File: src/rtl/branch_ctrl_pkg.sv
// branch_ctrl_pkg: shared branch type codes and branch FSM state encoding
package branch_ctrl_pkg;
   localparam logic [5:0] BEQ   = 6'h04;
   localparam logic [5:0] BNE   = 6'h05;
   localparam logic [5:0] BGTZL = 6'h17;
   typedef enum logic [1:0] {S_IDLE = 2'd0, S_WAIT = 2'd1, S_NULL = 2'd2} state_t;
endpackage

File: src/rtl/branch_ctrl_br_cond.sv
// br_cond: decodes d_type and evaluates op_a/op_b into taken, is_branch, need_b
module br_cond
   import branch_ctrl_pkg::*;
(
   input  logic [5:0]  d_type,
   input  logic [31:0] op_a,
   input  logic [31:0] op_b,
   output logic        taken,
   output logic        is_branch,
   output logic        need_b
);
   always_comb begin
      is_branch = d_type == BEQ || d_type == BNE || d_type == BGTZL;
      need_b    = d_type == BEQ || d_type == BNE;
      taken     = d_type == BEQ   ? op_a == op_b :
                  d_type == BNE   ? op_a != op_b :
                  d_type == BGTZL ? $signed(op_a) > 32'sd0 : 1'b0;
   end
endmodule

File: src/rtl/branch_ctrl.sv
// branch_ctrl: D-stage branch resolve FSM (operands/type/target in; stall_d, pc_sel, br_target, null_f, statistics counters out)
module branch_ctrl
   import branch_ctrl_pkg::*;
#(
   parameter int CNT_W = 16
) (
   input  logic             clk,
   input  logic             reset,
   input  logic             d_valid,
   input  logic [5:0]       d_type,
   input  logic [31:0]      op_a,
   input  logic [31:0]      op_b,
   input  logic             op_a_rdy,
   input  logic             op_b_rdy,
   input  logic [31:0]      d_target,
   input  logic             pipe_flush,
   output logic             stall_d,
   output logic             pc_sel,
   output logic [31:0]      br_target,
   output logic             null_f,
   output logic [CNT_W-1:0] cnt_total,
   output logic [CNT_W-1:0] cnt_taken,
   output logic [CNT_W-1:0] cnt_null
);
   state_t state;
   logic taken, is_branch, need_b, live, active, resolve, to_null;
   br_cond u_cond (
      .d_type    (d_type),
      .op_a      (op_a),
      .op_b      (op_b),
      .taken     (taken),
      .is_branch (is_branch),
      .need_b    (need_b)
   );
   always_comb begin
      live      = !reset && !pipe_flush;
      active    = live && state != S_NULL && d_valid && is_branch;
      resolve   = active && op_a_rdy && (op_b_rdy || !need_b);
      to_null   = resolve && !need_b && !taken;
      stall_d   = active && !resolve;
      pc_sel    = resolve && taken;
      br_target = pc_sel ? d_target : '0;
      null_f    = live && state == S_NULL;
   end
   always_ff @(posedge clk) begin
      if (reset) begin
         state     <= S_IDLE;
         cnt_total <= '0;
         cnt_taken <= '0;
         cnt_null  <= '0;
      end else begin
         state     <= pipe_flush ? S_IDLE : to_null ? S_NULL : stall_d ? S_WAIT : S_IDLE;
         cnt_total <= cnt_total + CNT_W'(resolve);
         cnt_taken <= cnt_taken + CNT_W'(pc_sel);
         cnt_null  <= cnt_null + CNT_W'(to_null);
      end
   end
endmodule

File: config.mk
export PLATFORM = sky130hd
export DESIGN_NAME = branch_ctrl
export DESIGN_NICKNAME = d
export VERILOG_FILES = /design/src/rtl/branch_ctrl_pkg.sv /design/src/rtl/branch_ctrl_br_cond.sv /design/src/rtl/branch_ctrl.sv
export SDC_FILE = /design/constraint.sdc
export NUM_CORES = 1
export LEC_CHECK = 0
export CAP_MARGIN = 15
export CORE_MARGIN = 1.5
export CORE_UTILIZATION = 33
export DETAILED_ROUTE_END_ITERATION = 6
export GPL_TIMING_DRIVEN = 0
export PLACE_DENSITY = 0.79
export SYNTH_ARGS = -nofsm -noshare
export SYNTH_HDL_FRONTEND = slang
export SYNTH_SLANG_ARGS = --single-unit
File: constraint.sdc
create_clock -name clk -period 3.4 [get_ports clk]
set_input_delay 0.68 -clock clk [delete_from_list [all_inputs] [get_ports clk]]
set_output_delay 0.68 -clock clk [all_outputs]
set_load 0.05 [all_outputs]
Word level (Yosys, flattened, before mapping)

Index checks and enable logic that the tools add are counted.

Add/subtract/negate cells: 3
$mul: 0
Divide/modulo/power cells: 0
Order comparisons: 1
Eq/ne operators: 7
Shifts and indexed selects: 0
Multiplexer cells: 6
Bitwise logic cells: 0
Reduce and logical (&&, ||, !) cells: 21

Operators by type and width:

| cell                | number |
|---|---|
| $add 16x1->16       | 3 |
| $eq 32x32->1        | 1 |
| $gt 32x1->1 const B | 1 |
| $mux 32             | 1 |
| $ne 32x32->1        | 1 |
| $eq 6x3->1 const B  | 2 |
| $logic_and 1x1->1   | 11 |
| $eq 6x5->1 const B  | 1 |
| $logic_not 1->1     | 5 |
| $mux 1              | 4 |
| $logic_or 1x1->1    | 3 |
| $reduce_or 3->1     | 1 |
| $eq 2x2->1 const B  | 1 |
| $mux 2              | 1 |
| $ne 2x2->1 const B  | 1 |
| $reduce_or 2->1     | 1 |

Flip-flop bits (word level): 50
Bits in latches: 0
Memory bits (writable): 0
Memory bits (read-only): 0
Input bits: 108
Output and inout port bits: 83
Logic and storage cells: 43
Memories: 0

Logic depth before layout (Yosys ltp)

Word-level depth: 11
Depth in mapped cells: 14
Depth with buffers taken out: 13

By module

A second synthesis with hierarchy kept.

Cell total of the unflattened synthesis: 392
Area total of the unflattened synthesis: 3184.3 µm²

Modules (own cells, without submodules):

| module      | instances | cells each | area an instance (µm²) | seq. area each (µm²) |
|---|---|---|---|---|
| branch_ctrl | 1         | 329        | 2692.6                 | 1001.0 |
| br_cond     | 1         | 63         | 491.7                  | 0.0 |

Least setup slack after synthesis

Ideal clock, no wire load.

Path kind: input port to output port
Start: input port op_b[24]
End: output port br_target[0]
Arrival time: 3086 ps
Required time: 2720 ps
Setup slack: -366 ps
Cell stages on the path: 6
Path buffers: 0
Path through: xor2_1 nor4_1 nand4_1 or3_1 a211o_1 a21boi_0

Cells in the longest elaborated chain, start to end: 5
Elaborated cells on any way between the ends: 6
Those cells by class: eq/ne (2); mux (3); reduce/logical (1)

Ends and longest elaborated chain:

| item                  | line                      | RTL |
|---|---|---|
| start: declaration    | branch_ctrl.sv:12         | `input logic [31:0] op_b,` |
| $ne 32x32->1          | branch_ctrl_br_cond.sv:16 | `d_type == BNE ? op_a != op_b :` |
| $mux 1                | branch_ctrl_br_cond.sv:16 |  |
| $mux 1 (*)            | branch_ctrl_br_cond.sv:15 | `taken = d_type == BEQ ? op_a == op_b :` |
| $logic_and 1x1->1 (*) | branch_ctrl.sv:41         | `pc_sel = resolve && taken;` |
| $mux 32 (*)           | branch_ctrl.sv:42         | `br_target = pc_sel ? d_target : '0;` |
| end: declaration      | branch_ctrl.sv:19         | `output logic [31:0] br_target,` |

Every way passes the cells marked *; elsewhere a longest branch is shown, timed or not.

Final worst setup path

Start: input port op_b[3]
End: output port br_target[5]

The elaborated chain is that of the path after synthesis.

==> flow_summary_export.csv <==
group,metric,value,unit
outcome,status,"finished with violations",
outcome,violations,"negative setup slack",
synthesis,ys_ff_latch,50,
grt,grt_max_degree,15,
clock_tree,cts_tree,"built",
synthesis,ys.flop_type,"dfxtp_1",
setup_path,worst_setup_path_start_kind,"input port",
synthesis,yosysSeqAreaShare,35.3,%
place,dp.cells,624,
setup_path,critPathRequiredTime,2.72,ns
min_path,whs_path_depth,2,
setup_path,end_kind,"output port",
setup_path,crit_arrival,2.87,ns
sta,period_share,104,%
die,fp.dieW,95.7,µm
cells_and_area,fill_cells,715,
setup_path,critical_path_class,"in2out",
pwr,p_per_area,222,nW/µm²
grt,grt_pass1_wl,14900,µm
clock_tree,ctsHoldBuffers,0,
cells_and_area,syn_to_final_growth,86.8,%
synthesis,synth_fp_nets,444,
pwr,leakage,0.00209,µW
route,drtIter0Drc,49,
cells_and_area,layout-drive-gt1-share,27.3,%
setup_path,slowest_delay,0.40,ns
die,die_area,9150,µm²
sta,max_freq,282,MHz
grt,grt_use_total,21.2,%
grt,gr-total-overflow,0,
setup_path,cp_slowest_cell,"or3_4",
route,detailedRoute.firstPassIterationCount,4,
sta,rsz0062_at_grt,"yes",
setup_path,reg2regPathDepth,12,
setup_path,crit_top_cell,"buf_6",
cells_and_area,final_cell_mix,"91 x clkdlybuf4s50_1, 54 x xor2_1, 50 x dfxtp_1, 42 x nor2_1, 34 x buf_6",
route,vias,3079,
die,start_util,34.3,%
setup_path,critPathBufInv,3,
grt,grt_pass1_vias,3136,
sta,setup_ws,-0.146,ns
synthesis,postSynthAreaPerCell,8.58,µm²
route,drc,0,
synthesis,synth_edf_count,0,
synthesis,synthesis.area,2830,µm²
cells_and_area,finalNonFillerCells,639,
sta,fin_skew,0.0117,ns
sta,min_period,3.55,ns
synthesis,synth_cell_type_count,29,
setup_path,crit_family,"simple AND/OR/NAND/NOR gates",
sta,hold_violations,0,
route,ant_nets,0,
sta,finalSetupViolations,30,
setup_path,cp_num_cells,9,
clock_tree,cts_inserted_buffers,5,
route,wl_per_cell,14.9,µm
pwr,vdd_ir_drop_max,0.162,mV
flow_run,drv_cap,0,
clock_tree,clkSlewWorstSetupHoldPaths,0.08,ns
place,dp_hpwl,7900,µm
sta,slew_violations,0,
min_path,hp-class,"reg2reg",
cells_and_area,final_common_cell,"clkdlybuf4s50_1",
clock_tree,cts.sinks,50,
sta,slew_headroom,61.4,%
place,io_buffers,189,
die,pin_count,191,
die,core_area,8260,µm²
die,rows,33,
cells_and_area,multiInputGateArea,2050,µm²
grt,antenna_found_initial,0,
synthesis,synth_cells,330,
setup_path,cp_cell_sequence,"buf_6 > xor2_1 > nor4_2 > nand4_1 > or3_4 > a211o_4 > bufbuf_16 > a21boi_2 > buf_6",
route,vias_per_cell,4.82,
sta,worst_pin_slew,0.579,ns
clock_tree,cts-root-buf,"clkbuf_8",
synthesis,async_flop_share,0,%
cells_and_area,nNetsFinal,647,
setup_path,cp_max_fo,5,
cells_and_area,antennaDiodeCount,0,
clock_tree,clock_latency,0.30,ns
clock_tree,cts.htree.levels,2,
route,wl,9540,µm
synthesis,synth-warning-count,0,
cells_and_area,final_util,64.1,%
place,place_congestion,0.912,
clock_tree,clk_path_buf_depth,2,
die,die_h,95.7,µm
cells_and_area,seqCellArea,1000,µm²
==> worst paths after layout <==
kind / start / endpoint / slack, ns
max reg2reg: state[0]$_SDFF_PP0_ / cnt_taken[13]$_SDFF_PP0_ / 0.88
max: op_b[3] / br_target[5] / -0.15
min reg2reg: cnt_taken[13]$_SDFF_PP0_ / cnt_taken[13]$_SDFF_PP0_ / 0.52
min: cnt_taken[13]$_SDFF_PP0_ / cnt_taken[13]$_SDFF_PP0_ / 0.52
==> final cells by class <==
| type | count | area share (%) |
|---|---|---|
| buffer | 12 | 1.84 |
| multi-input combinational | 264 | 38.7 |
| clock buffer | 7 | 1.44 |
| tap | 105 | 2.48 |
| clock inverter | 1 | 0.568 |
| sequential | 50 | 18.9 |
| inverter | 4 | 0.284 |
| timing repair buffer | 196 | 35.8 |
==> cell usage after synthesis, types with 4 or more instances <==
master,count,area (µm²)
inv_1,4,15.0
nor4_1,16,100
a21boi_2,10,113
a21oi_1,7,35.0
xnor2_1,12,105
and3_1,11,68.8
dfxtp_1,50,1000
ha_1,6,75.1
xor2_1,56,490
o21ai_0,7,35.0
a21boi_1,19,143
nand4_1,12,75.1
nor2_1,44,165
clkbuf_1,6,22.5
or3_1,7,43.8
nand2_1,20,75.1
nand3_1,15,75.1
nor2b_1,6,37.5
==> tightest hold or removal path, delay by kind of cell, from the launching register on <==
family	cells	cell delay, ns
AOI/OAI and AO/OA	2	0.14
DFF	1	0.34
==> flip-flops by register name, summed over array words and instances (netlist names) <==
| signal | count |
|---|---|
| cnt_null | 16 |
| cnt_taken | 16 |
| cnt_total | 16 |
| state | 2 |
==> repair_timing <==
item	CTS	global route
setup buffers	2	3
resized for setup	433	51
endpoints found under the setup margin	49	37
pin swaps	47	30
cloned	2	0
==> report_power, final <==
part	switching [µW]	total (µW)	internal, µW	leakage, µW
Sequential	0.0388	585	585	0.000402
Clock	190	410	220	0.0000524
Combinational	65.8	179	113	0.00164
Total	255	1170	919	0.00209
==> kinds of logic (layout without fill, tap and decap cells) <==
| family | count (synthesis) | after routing | synth area share, % |
|---|---|---|---|
| fa+ha+maj | 6 | 6 | 2.65 |
| compound gates | 48 | 48 | 12.9 |
| xor+xnor | 68 | 68 | 21.0 |
| simple gates | 142 | 142 | 25.2 |
| buf+inv | 16 | 220 | 2.91 |
| flops | 50 | 50 | 35.3 |
==> per-stage QoR <==
step                      area (µm²)  setup TNS, ns  power (µW)  hold WS [ns]  setup WS (ns)
after floorplan                 2930          -1.10         647         0.678         -0.366
after global placement          4950         -45.48         790         0.475          -1.17
after detailed placement        4950         -49.99         793         0.495          -1.28
after CTS                       5210          -1.78        1180         0.506         -0.119
after global routing            5290          -4.51        1220         0.542         -0.205
final                           5290          -2.88        1170         0.515         -0.146
==> metal layers <==
layer | wire, µm | global-route usage (%)
met4 | 240 | 7.72
met5 | 0 | 0
met2 | 4830 | 38.7
met3 | 851 | 7.02
met1 | 3620 | 22.5
Power figures use the tool's default switching activity.
==> patch (same settings) <==
`CNT_W`: 16 -> 18.
--- a/src/rtl/branch_ctrl.sv
+++ b/src/rtl/branch_ctrl.sv
@@ -4,3 +4,3 @@
 #(
-   parameter int CNT_W = 16
+   parameter int CNT_W = 18
 ) (
Interface: changed (resized cnt_null, cnt_taken and cnt_total); port bits go from 191 to 197. No check against the original RTL was run, so the function may have changed too.
==> patch against the original RTL <==
The run still ends with negative setup slack left; sequential cell count grew 6; core utilization shrank 2.1 points; total power grew 3.2%; clock skew shrank 4.4 ps; clock power shrank 10%; sequential share of layout area grew 0.76 points; design area grew 7.7%; area after synthesis grew 10%; wire length grew 13%; sequential power grew 12%; die area grew 9.8%; worst setup slack gained 57 ps; critical path type unchanged; critical endpoint is now br_target[2]; largest power group unchanged; highest routed layer unchanged.
==> patch: results (changes against the original RTL) <==
outcome: "finished with violations"  # unchanged
violations: "negative setup slack"  # unchanged
grt_pass1_wl_mm: 16.50  # was 14.90 mm
numPortBuffers: 196  # was 189
yosysSeqAreaShare: 0.3596  # was 0.3534
whs_path_depth: 2  # unchanged
biggestRegsByFlops: "cnt_null (18), cnt_taken (18), cnt_total (18)"  # was cnt_null (16), cnt_taken (16), cnt_total (16)
fin_nets: 690  # was 647
cpMaxStageDelayCell: "or3_4"  # unchanged
dp_hpwl_mm: 8.277  # was 7.899 mm
r2r-end: "cnt_taken[16]"  # was cnt_taken[13]
clock_latency_ps: 310
worst_ir_drop_vdd_mv: 0.1488  # was 0.1617 mV
rr_worst_depth: 12  # unchanged
critical_path.top_delay_family: "simple AND/OR/NAND/NOR gates"  # unchanged
ys_warn_count: 0  # unchanged
cts_buffer_depth: 2  # unchanged
fmax_mhz: 286.6  # was 282.0 MHz
numCtsBuffers: 5  # unchanged
grt_max_degree: 19  # was 15
place_inst: 666  # was 624
leakage_nw: 2.252  # was 2.091 nW
whs_ps: 501.7  # was 515.4 ps
ys_top_cells_by_area: "dfxtp_1 (36%), xor2_1 (17%), a21boi_2 (7.2%)"  # was dfxtp_1 (35%), xor2_1 (17%), nor2_1 (5.8%)
place.gp.congestion: 0.8749  # was 0.9123
clk_pin_slew_worst_paths_ps: 100  # was 80 ps
skew_ps: 7.206  # was 11.65 ps
hold_end: "cnt_total[17]"  # was cnt_taken[13]
grt_usage: 0.2046  # was 0.2123
synthDistinctLibCells: 28  # was 29
firstDrtPassIters: 5  # was 4
drive_above_1_share: 0.3016  # was 0.2734
worst_slack_ps: -89.27  # was -146.0 ps
antenna_found_initial: 0  # unchanged
setup_viol: 25  # was 30
root_buffer: "clkbuf_8"  # unchanged
synth.avg_cell_area_sq_um: 8.685  # was 8.584 sq um
syn-num-nets: 473  # was 444
grt_pass1_vias: 3517  # was 3,136
drt-vias-per-instance: 4.955  # was 4.818
hold_class: "reg2reg"  # unchanged
routed_wl_mm: 10.76  # was 9.542 mm
hp-start: "cnt_total[17]"  # was cnt_taken[13]
cp_slowest_stage_delay_ps: 400  # about the same
post_dp_cell_area_sq_mm: 0.005281  # was 0.004949 sq mm
layout.cells.non_filler: 689  # was 639
timing.rr.start: "state[0]"  # unchanged
path_max_fanout: 6  # was 5
drtIter0Drc: 57  # was 49
synth_common_cells: "xor2_1 (60), dfxtp_1 (56), nor2_1 (51), nand2_1 (22), a21boi_2 (20)"  # was xor2_1 (56), dfxtp_1 (50), nor2_1 (44), nand2_1 (20), a21boi_1 (19)
max_slew.worst_pin.slew_ps: 534.8  # was 578.8 ps
synthArstFlopShare: 0  # unchanged
critPathArrivalTime_ps: 2810  # was 2870 ps
htreeDepth: 2  # unchanged
rrSetupSlack_ps: 760  # was 880 ps
## patch: cell types whose count changed after synthesis, moves of 4 or more
cell / delta
dfxtp_1: +6
buf_1: +4
xor2_1: +4
clkbuf_1: -4
a21boi_1: -10
nor2_1: +7
a21boi_2: +10
## patch: timing repair
| item | in CTS | in global routing |
|---|---|---|
| pin swaps | 45 | 32 |
| hold endpoints to repair | 0 | 0 |
| endpoints found under the setup margin | 55 | 44 |
| gates cloned | 3 | 1 |
| setup buffers | 9 | 2 |
| gates resized for setup | 473 | 60 |
| hold buffers | 0 | 0 |
## patch: worst max path at each step
stage | startpoint | to | slack [ps] | cells after the start
floorplan | op_b[28] | br_target[0] | -330 | 6
global placement | d_type[2] | br_target[24] | -1160 | 8
detailed placement | d_type[2] | br_target[22] | -1170 | 8
CTS | op_a[3] | br_target[16] | -110 | 10
global route | op_a[30] | br_target[25] | -190 | 10
finish | op_a[30] | br_target[2] | -90 | 10
## patch: cell type report
type / count / area, sq um
inverters: 4 / 15.01
repair buffers: 210 / 1992
multi-input cells: 287 / 2220
clock buffers: 5 / 68.82
fillers: 787 / 3498
diodes: 1 / 2.502
clock inverters: 3 / 21.27
flip-flops and latches: 56 / 1121
plain buffers: 12 / 118.9
well taps: 111 / 138.9
## patch: worst register-to-register path, cell delays in order (launching register included)
cell and delay (ps):
dfxtp_1 310, nand2b_1 110, and4_4 250, nand2_4 70, or3_4 460, buf_6 200, nand2_8 80, ha_4 150
ha_4 130, and3_4 200, nand3_4 100, or3_1 390, a21oi_1 110
## patch: metal layers
layer,vias to the layer above,global-route usage,share of wire
li1,1670,-,-
met1,1612,0.2181,0.37
met2,122,0.4019,0.56
met3,10,0.03969,0.056
met4,0,0.06176,0.012
met5,-,0,0
## patch: logic make-up (layout without fill, tap and decap cells)
| logic type | after synthesis | in the layout | share of synthesized area |
|---|---|---|---|
| compound gates | 53 | 53 | 0.1368 |
| xor+xnor | 72 | 72 | 0.2022 |
| fa+ha+maj | 6 | 6 | 0.02408 |
| buf+inv | 16 | 234 | 0.02649 |
| flops | 56 | 56 | 0.3596 |
| other cells | 0 | 1 | 0 |
| simple gates | 156 | 156 | 0.2508 |
## patch: power by group
| group | total, W | leakage, nW | switching [W] | internal (W) |
|---|---|---|---|---|
| clock | 0.000369 | 0.0445 | 0.000222 | 0.000147 |
| sequential | 0.000656 | 0.451 | 0.0000000499 | 0.000656 |
| combinational | 0.000186 | 1.76 | 0.0000728 | 0.000113 |
## patch: through the flow
stage               setup WS [ps]  total power, W  TNS [ps]
finish                     -89.27        0.001211     -1729
global route               -186.3        0.001262     -4906
CTS                        -113.2        0.001218     -2489
detailed placement          -1166       0.0008706    -51020
global placement            -1158       0.0008695    -49250
floorplan                  -327.8       0.0007205     -1009
